<file path="config.mk">
export PLATFORM = sky130hd
export DESIGN_NAME = fetch_prefetch_queue
export DESIGN_NICKNAME = d
export VERILOG_FILES = /design/src/rtl/fetch_prefetch_queue.sv
export SDC_FILE = /design/constraint.sdc
export NUM_CORES = 1
export LEC_CHECK = 0
export CORE_MARGIN = 4
export CORE_UTILIZATION = 30
export DETAILED_ROUTE_END_ITERATION = 8
export HOLD_SLACK_MARGIN = 0.05
export PLACE_DENSITY_LB_ADDON = 0.12
export SYNTH_ARGS = -nofsm -noshare
export SYNTH_HDL_FRONTEND = slang
export SYNTH_SLANG_ARGS = --single-unit
</file>
<file path="constraint.sdc">
create_clock -name clk -period 7.2 [get_ports clk]
set_input_delay 1.8 -clock clk [delete_from_list [all_inputs] [get_ports clk]]
set_output_delay 1.8 -clock clk [all_outputs]
set_load 0.005 [all_outputs]
</file>
<file path="src/rtl/fetch_prefetch_queue.sv">
// Decoupled instruction-fetch front end.
// Streams sequential word requests to instruction memory, buffers the in-order
// responses in a small FIFO and feeds the registered IF/ID stage used by decode.
// Redirects flush the FIFO and discard responses that are still in flight.

module fetch_prefetch_queue #(
  parameter int unsigned DEPTH    = 4,
  parameter logic [31:0] RESET_PC = 32'h0
) (
  input  logic        clk,
  input  logic        rst,
  output logic        imem_req_valid,
  input  logic        imem_req_ready,
  output logic [31:0] imem_req_addr,
  input  logic        imem_rsp_valid,
  input  logic [31:0] imem_rsp_data,
  input  logic        redirect,
  input  logic [31:0] redirect_pc,
  input  logic        stall,
  output logic        d_valid,
  output logic [31:0] d_inst,
  output logic [31:0] d_pc
);

  localparam int unsigned AW = $clog2(DEPTH);
  localparam int unsigned CW = AW + 1;

  typedef logic [CW-1:0] cnt_t;
  typedef logic [AW-1:0] ptr_t;

  localparam cnt_t DEPTH_C = cnt_t'(DEPTH);

  // Architectural PCs: next address to request and PC of the next word to arrive
  logic [31:0] fetch_pc;
  logic [31:0] rsp_pc;

  // Instruction FIFO storage and bookkeeping
  logic [31:0] fifo_inst [DEPTH];
  logic [31:0] fifo_pc   [DEPTH];
  ptr_t        rd_ptr;
  ptr_t        wr_ptr;
  cnt_t        occ;

  // Requests accepted but not yet answered, and answers still to be thrown away
  cnt_t        outstanding;
  cnt_t        drop;

  logic [CW:0] credit_used;
  cnt_t        outstanding_after_rsp;
  logic        req_accept;
  logic        push;
  logic        pop;
  logic        fifo_empty;
  logic        fifo_full;
  logic [31:0] redirect_target;

  // Request credit, handshake decode and FIFO push/pop qualification
  always_comb begin
    credit_used           = {1'b0, occ} + {1'b0, outstanding};
    imem_req_valid        = !redirect && (credit_used < {1'b0, DEPTH_C});
    imem_req_addr         = {fetch_pc[31:2], 2'b00};
    req_accept            = imem_req_valid && imem_req_ready;
    outstanding_after_rsp = outstanding - cnt_t'(imem_rsp_valid);
    fifo_empty            = (occ == '0);
    fifo_full             = (occ == DEPTH_C);
    push                  = imem_rsp_valid && !redirect && (drop == '0);
    pop                   = !redirect && !stall && !fifo_empty;
    redirect_target       = {redirect_pc[31:2], 2'b00};
  end

  // Fetch PC advances on each accepted request; response PC on each kept word
  always_ff @(posedge clk or posedge rst) begin
    if (rst) begin
      fetch_pc <= RESET_PC;
      rsp_pc   <= RESET_PC;
    end else if (redirect) begin
      fetch_pc <= redirect_target;
      rsp_pc   <= redirect_target;
    end else begin
      if (req_accept) begin
        fetch_pc <= fetch_pc + 32'd4;
      end
      if (push) begin
        rsp_pc <= rsp_pc + 32'd4;
      end
    end
  end

  // In-flight tracking; a redirect turns everything still in flight into drops
  always_ff @(posedge clk or posedge rst) begin
    if (rst) begin
      outstanding <= '0;
      drop        <= '0;
    end else begin
      outstanding <= outstanding_after_rsp + cnt_t'(req_accept);
      if (redirect) begin
        drop <= outstanding_after_rsp;
      end else if (imem_rsp_valid && (drop != '0)) begin
        drop <= drop - 1'b1;
      end
    end
  end

  // FIFO pointers and occupancy; a redirect empties the queue
  always_ff @(posedge clk or posedge rst) begin
    if (rst) begin
      rd_ptr <= '0;
      wr_ptr <= '0;
      occ    <= '0;
    end else if (redirect) begin
      rd_ptr <= '0;
      wr_ptr <= '0;
      occ    <= '0;
    end else begin
      if (push) begin
        wr_ptr <= wr_ptr + 1'b1;
      end
      if (pop) begin
        rd_ptr <= rd_ptr + 1'b1;
      end
      occ <= occ + cnt_t'(push) - cnt_t'(pop);
    end
  end

  // FIFO storage holds PC alongside the word so decode sees matching pairs
  always_ff @(posedge clk) begin
    if (push) begin
      fifo_inst[wr_ptr] <= imem_rsp_data;
      fifo_pc[wr_ptr]   <= rsp_pc;
    end
  end

  // IF/ID register: redirect squashes, stall holds, otherwise pop or bubble
  always_ff @(posedge clk or posedge rst) begin
    if (rst) begin
      d_valid <= 1'b0;
      d_inst  <= '0;
      d_pc    <= '0;
    end else if (redirect) begin
      d_valid <= 1'b0;
      d_inst  <= '0;
    end else if (!stall) begin
      if (!fifo_empty) begin
        d_valid <= 1'b1;
        d_inst  <= fifo_inst[rd_ptr];
        d_pc    <= fifo_pc[rd_ptr];
      end else begin
        d_valid <= 1'b0;
        d_inst  <= '0;
      end
    end
  end

  // The credit limit must make it impossible to push into a full queue
  a_no_overflow: assert property (@(posedge clk) disable iff (rst) !(push && fifo_full));

  // Memory must never answer a request that was not made
  a_rsp_expected: assert property (@(posedge clk) disable iff (rst) imem_rsp_valid |-> (outstanding != '0));

endmodule
</file>
# [After elaboration in Yosys (flattened, before gate mapping)]
# Memories as Yosys holds them, arrays and structs flattened. A register that Yosys moved wholly into a read port is not among the register bits.
# Index checks and enable logic that the tools add are counted.
[op_classes] n_mux=19 addsub=10 bitwise=3 reduce_logical=18 magnitude_cmp=1 eq_ne=1
[op_table] operator="$mux W32" n=7
[op_table] operator="$add A32 B3 Y32 const B" n=2
[op_table] operator="$mux W3" n=3
[op_table] operator="$mux W2" n=4
[op_table] operator="$reduce_bool A2 Y1" n=4
[op_table] operator="$logic_and A1 B1 Y1" n=7
[op_table] operator="$add A3 B1 Y3" n=2
[op_table] operator="$logic_not A3 Y1" n=2
[op_table] operator="$sub A3 B1 Y3" n=2
[op_table] operator="$mux W1" n=5
[op_table] operator="$add A2 B1 Y2 const B" n=2
[op_table] operator="$add A3 B3 Y4" n=1
[op_table] operator="$lt A4 B3 Y1 const B" n=1
[op_table] operator="$logic_not A1 Y1" n=3
[op_table] operator="$not A1 Y1" n=3
[op_table] operator="$reduce_and A3 Y1" n=1
[op_table] operator="$reduce_bool A3 Y1" n=1
[op_table] operator="$sub A3 B1 Y3 const B" n=1
[op_table] operator="$ne A2 B2 Y1 const B" n=1
[totals] out_inout_bits=98 inputBits=70 n_memories=2 ram_bits=256 wordCells=63 ff_bits=110
[mem_list] name="fifo_inst" depth=4 word_bits=32 read_ports=1 rd_ports_with_merged_regs=0 wr=1 line_no="38" source="logic [31:0] fifo_inst [DEPTH];"
[mem_list] name="fifo_pc" depth=4 word_bits=32 read_ports=1 rd_ports_with_merged_regs=1 wr=1 line_no="39" source="logic [31:0] fifo_pc [DEPTH];"

# [Longest topological paths before layout]
# Gate-level depths: netlist (run 1).
[logic_depth] depth_word=6 depth_mapped=12 ltp_nobuf=12

# [Least setup slack after synthesis (run 1)]
# No wires, ideal clock.
[synth_path] kind="input to register" startpoint="in redirect" endpoint="mem fifo_inst[0][0] (enable)" t_arrival_ps=3803 setup_ps=427 n_path_buf=2 path_stages=4 required_ps=6773 path_slack_ps=2971 path_cell_list="buf_6 -> clkbuf_1 -> nor2_1 -> and2_1"
[synth_via] elab_chain_len=5
[synth_lines] item="start, declared" line_no="17" source="input logic redirect,"
[synth_lines] item="$logic_not A1 Y1" line_no="66" source="push = imem_rsp_valid && !redirect && (drop == '0);"
[synth_lines] item="$logic_and A1 B1 Y1 (2 in a row)" line_no="66"
[synth_lines] item="$mux W1" line_no="127" source="if (push) begin"
[synth_lines] item="$mux W1 (implied by the code)" line_no="128" source="fifo_inst[wr_ptr] <= imem_rsp_data;"
[synth_lines] item="end, declared" line_no="38"
# Every way passes these cells.

# [Final worst setup path (run 1)]
[layout_path] startpoint="in redirect" endpoint="out imem_req_valid"
[layout_via] elab_chain_len=2
[layout_lines] item="$logic_not A1 Y1" line_no="60" source="imem_req_valid = !redirect && (credit_used < {1'b0, DEPTH_C});"
[layout_lines] item="$logic_and A1 B1 Y1" line_no="60"
[layout_lines] item="end, declared" line_no="12" source="output logic imem_req_valid,"
# Every way passes these cells.

==> summary.txt, run 1 <==
initial antenna violation count = 1
crit-path max cell delay = 0.51 ns
port bufs = 161
I/O Pins = 168
NetSw = 1.572 mW
post-route ant nets = 0
cell-internal power = 4.579 mW
HP Start = d_valid
Final Worst Setup Slack = 2.337 ns
GR Layer Usage met3 = 0.03025
Clk pwr share = 0.358
Rel. slew slack = 0.2929
Power Density = 320.7 mW/mm^2
Comb power frac = 0.186
Seq cells post-synth = 384
fmax = 205.6 MHz
hold path depth = 1
Hold Path End = d_valid
endpoints failing setup = 0
# diodes = 0
worst hold path type = reg2reg
Power Total = 6.151 mW
r2r setup slk = 4.44 ns
global route hottest layer = met2
Routed Wire Length = 37,750 um
die span in x = 234.7 um
Slowest-stage cell, CP = clkdlybuf4s50_1
switching share of power = 0.2556
HPWL Detailed = 22,740 um
initial core utilization = 0.3054
Lkg Pwr = 6.745 nW
vias in the first global route = 9,180
register area share after synthesis = 0.7039
cells on worst reg2reg path = 6
Setup crit start kind = input pin
Setup TNS = 0 ns
share of the synthesized area in the top cell type = 0.4831
initial DRC count = 369
Ys Warns = 0
Worst-Margin Slew = 1.058 ns
drt first pass iters = 4
critical path data arrival time = 3.06 ns
H-Tree Depth = 2
ranking of synthesized cells by area = edfxtp_1 48%, dfrtp_1 22%, mux4_2 9.1%
status = finished clean
share of total power in sequential cells = 0.456
Placeable Area = 0.05048 sq mm
Worst-path clk slew = 0.06 ns
chip height = 234.7 um
largest net degree at the start of global routing = 77
Final Critical Period = 4.863 ns
Crit path required time = 5.40 ns
Post-synth top flop = edfxtp_1
Avg Cell Area, Syn = 17.32 sq um
Syn Inst Count = 890
number of flops mapped to enable cells by yosys = 248
largest area contributor in the netlist = edfxtp_1
final clock skew = 0.01610 ns
TritonCTS clock tree = done
unique cell type count in the Yosys netlist = 53
Post-synth top cells = 248 x edfxtp_1, 136 x dfrtp_1, 62 x mux4_2
routability cong. = 0.7408
critical path, cell by cell = buf_2 -> nor4_4 -> and2_1 -> clkdlybuf4s50_1
CP endpoint kind = output port
total clock sinks = 384
post-cts sizing count = 0
Place WS = 2.356 ns
DRC = 0
critical setup path kind = in2out
Final Hold Fails = 0
standard-cell rows = 82
met1 Resource Use GR = 0.1894
Crit Path Max Fanout = 2
die footprint = 0.05507 sq mm
reg2reg start = drop[0]
P&R area growth vs syn = 24.42%
Clk Latency, worst-skew pair = 0.56 ns
grt met2 use = 0.2179
Layout Nets = 1,152
peak supply drop = 0.0001351 V
fin. max-slew vios = 0
total setup buffers inserted after CTS = 0
CTS Hold Bufs = 0
CTS max path bufs = 3
via count = 8,500
RSZ-0062 raised after global routing = false
most frequent cell after synthesis = edfxtp_1
ys async rst share = 0.3542
average vias per placed instance = 4.800
Tcrit/Tclk final = 0.6754
clk root buf = clkbuf_16
number of fill cells = 4,750
DR WL/cell = 21.31 um
first-pass GRT wire length = 58,590 um
worst r2r dst = fifo_inst[3][30]
GR Overflow Total = 0
Total GRT Usage = 0.1367
layout cells sized above 1 = 0.1929
Max Cap Violations = 0
mapped cell area = 0.01541 sq mm
Num CTS Buffers = 44
==> sequential cells by signal, indices dropped and copies added, names as in the netlist <==
register	cells
fifo_inst	128
fifo_pc	120
d_inst	32
d_pc	30
fetch_pc	30
rsp_pc	30
drop	3
occ	3
outstanding	3
rd_ptr	2
wr_ptr	2
d_valid	1
==> worst max path at each step <==
stage / startpoint / endpoint / depth (start not counted)
final: redirect / imem_req_valid / 4
after global routing: redirect / imem_req_valid / 4
after CTS: redirect / imem_req_valid / 4
after detailed placement: redirect / imem_req_valid / 4
after global placement: redirect / imem_req_valid / 4
after floorplan: rst / d_inst[0] / 1
==> critical path: cells and delay by family <==
kind,cells,cell delay (ns)
buf+inv,2,0.66
simple gates,2,0.59
==> layout make-up <==
| cell class | count | area (sq um) | area share |
|---|---|---|---|
| multi-input combinational | 447 | 4313 | 0.2249 |
| clock inverter | 18 | 160.2 | 0.008350 |
| clock buffer | 62 | 1260 | 0.06569 |
| sequential | 384 | 10860 | 0.5660 |
| timing repair buffer | 171 | 1682 | 0.08768 |
| tap | 672 | 840.8 | 0.04384 |
| inverter | 17 | 68.82 | 0.003588 |
==> kinds of logic after synthesis <==
group           share of synthesized area
flops                              0.7039
simple gates                      0.06291
mux                                0.1290
compound gates                    0.04505
buf+inv                           0.01851
xor+xnor                          0.02614
fa+ha+maj                         0.01429
other cells                     0.0002433
==> per-stage QoR <==
stage               instance area (sq um)  utilization  hold WS, ns  instances
global placement                    17760       0.3518       0.4583       1691
detailed placement                  17760       0.3518       0.4664       1691
finish                              19180       0.3800       0.4792       1771
CTS                                 19180       0.3800       0.4797       1771
global route                        19180       0.3800       0.4920       1771
floorplan                           15430            -       0.4739        893
==> layout by cell type, fill, tap and decap left out, types with 7 or more instances in the layout <==
master / Yosys / layout
nand2_1: 48 / 48
ha_1: 16 / 16
nor2_1: 23 / 23
clkbuf_8: 0 / 7
o21ai_0: 25 / 25
buf_4: 6 / 10
clkbuf_1: 21 / 10
clkdlybuf4s50_1: 0 / 160
edfxtp_1: 248 / 248
clkbuf_16: 0 / 45
and3_1: 9 / 9
nand3_1: 26 / 26
xor2_1: 27 / 27
mux2_2: 48 / 48
inv_1: 16 / 15
mux4_2: 62 / 62
nand4_1: 19 / 19
xnor2_1: 19 / 19
a21oi_1: 8 / 8
and4_1: 8 / 8
dfrtp_1: 136 / 134
a22o_1: 32 / 32
o211ai_1: 7 / 7
clkinv_2: 0 / 8
==> routing by layer <==
metal  share of wire  up-vias
li1                -     3820
met1            0.47     4434
met2            0.47      190
met3           0.049       54
met4           0.019        2
met5         0.00019        -
==> power by group through the flow <==
stage	Clock (mW)	Combinational [mW]	Sequential [mW]
2_1_floorplan	0	0.693	2.76
3_3_place_gp	0	1.17	2.85
3_5_place_dp	0	1.17	2.86
4_1_cts	2.29	1.18	2.81
5_1_grt	2.39	1.25	2.84
6_report	2.20	1.15	2.80
(Power assumes the default switching activity.)
==> run 2, diff against run 1 <==
- clock period: 7.2 -> 4.32 ns (I/O delays scaled with it)
==> run 2 against run 1 <==
  * Final area is 1.0% higher
  * Hold slack better by 0.0092 ns
  * Combinational power is 69% higher
==> summary.txt, run 2 (synthesized netlist as in run 1, its figures left out) <==
cells on worst reg2reg path = 7
fin. max-slew vios = 0
via count = 8,534
Lkg Pwr = 6.831 nW
total setup buffers inserted after CTS = 0
most common cell after layout, fill and taps aside = edfxtp_1
largest net degree at the start of global routing = 66
peak supply drop = 0.0002704 V
critical path data arrival time = 2.41 ns
Power Total = 10.37 mW
Layout Nets = 1,164
stages on the worst setup path = 4
NetSw = 2.625 mW
layout cells sized above 1 = 0.2007
CTS Hold Bufs = 0
WHS = 0.4884 ns
switching share of power = 0.2531
Final Hold Fails = 0
chip height = 234.7 um
die footprint = 0.05507 sq mm
H-Tree Depth = 2
average vias per placed instance = 4.786
Crit path required time = 3.24 ns
Largest Register = fifo_inst
port bufs = 161
CTS max path bufs = 3
Max Cap Violations = 0
Hold Path End = d_valid
Largest regs = fifo_inst: 128 flops, fifo_pc: 120 flops, d_inst: 32 flops
Power Density = 535.4 mW/mm^2
final non-filler cell area = 0.01937 sq mm
HPWL Detailed = 23,990 um
Post-DP Area = 0.01791 sq mm
Final Critical Period = 3.489 ns
Routed Wire Length = 38,020 um
Clk Latency, worst-skew pair = 0.55 ns
standard-cell rows = 82
r2r setup slk = 1.71 ns
Place WS = 0.7933 ns
Tcrit/Tclk final = 0.8077
post-route ant nets = 0
DRC = 0
Crit Path Max Fanout = 3
worst hold path type = reg2reg
CP endpoint kind = output port
fmax = 286.6 MHz
HP Start = d_valid
vias in the first global route = 8,946
Placeable Area = 0.05048 sq mm
critical setup path kind = reg2out
critical path, cell by cell = ha_1 -> nor4_4 -> and2_1 -> clkdlybuf4s50_1
Final Worst Setup Slack = 0.8308 ns
Slowest-stage cell, CP = clkdlybuf4s50_1
cell-internal power = 7.747 mW
final clock skew = 0.01536 ns
TritonCTS clock tree = done
most frequent cells in the layout = 248 x edfxtp_1, 160 x clkdlybuf4s50_1, 134 x dfrtp_1
GR Overflow Total = 0
P&R area growth vs syn = 25.67%
Worst-Margin Slew = 1.010 ns
Comb power frac = 0.187
# diodes = 0
Setup crit start kind = flip-flop
Rel. slew slack = 0.3251
initial core utilization = 0.3054
I/O Pins = 168
status = finished clean
Clk pwr share = 0.363
die span in x = 234.7 um
drt first pass iters = 4
Worst Path Buf+Inv = 1
reg2reg start = occ[2]
Num CTS Buffers = 44
Total GRT Usage = 0.1368
hold path depth = 1
crit-path max cell delay = 0.52 ns
endpoints failing setup = 0
post-cts sizing count = 0
share of total power in sequential cells = 0.450
total clock sinks = 384
first-pass GRT wire length = 58,550 um
RSZ-0062 raised after global routing = false
clk root buf = clkbuf_16
Setup TNS = 0 ns
initial antenna violation count = 1
max reg flops = 128
routability cong. = 0.7628
number of fill cells = 4,733
worst r2r dst = fetch_pc[27]
initial DRC count = 532
DR WL/cell = 21.32 um
crit-path leading delay family = simple AND/OR/NAND/NOR gates
Worst-path clk slew = 0.06 ns
run 2: per-layer routing:
metal | up-vias | share of wire | track usage
met5 | - | 0 | 0
li1 | 3842 | - | -
met3 | 52 | 0.051 | 0.02803
met1 | 4432 | 0.49 | 0.2046
met2 | 208 | 0.44 | 0.2042
met4 | 0 | 0.017 | 0.03562
run 2: area by class of cell:
cell class | instances | area, sq um | share of cell area
Clock buffer | 61 | 1236 | 0.06382
Clock inverter | 19 | 224.0 | 0.01156
Inverter | 17 | 67.56 | 0.003488
Multi-Input combinational cell | 447 | 4313 | 0.2226
Sequential cell | 384 | 10860 | 0.5604
Tap cell | 672 | 840.8 | 0.04341
Timing Repair Buffer | 183 | 1834 | 0.09469
run 2: stage by stage:
| step | utilization | cells |
|---|---|---|
| after global routing | 0.3838 | 1783 |
| after floorplan | - | 893 |
| after global placement | 0.3548 | 1703 |
| after detailed placement | 0.3548 | 1703 |
| after CTS | 0.3838 | 1783 |
| final | 0.3838 | 1783 |
run 2: power groups by stage:
| stage | clock, mW | sequential [mW] | combinational (mW) |
|---|---|---|---|
| after floorplan | 0 | 4.61 | 1.16 |
| after global placement | 0 | 4.74 | 1.99 |
| after detailed placement | 0 | 4.75 | 1.98 |
| after CTS | 3.89 | 4.69 | 1.99 |
| after global routing | 4.05 | 4.74 | 2.12 |
| final | 3.77 | 4.67 | 1.94 |
run 2: how the worst max path moves through the flow:
stage | endpoint | startpoint | slack, ns
CTS | imem_req_valid | occ[2] | 0.78
finish | imem_req_valid | occ[2] | 0.83
global route | imem_req_valid | occ[2] | 0.71
floorplan | fifo_inst[0][0] | redirect | 0.81
detailed placement | occ[2] | imem_rsp_valid | 0.79
global placement | occ[2] | imem_rsp_valid | 0.81
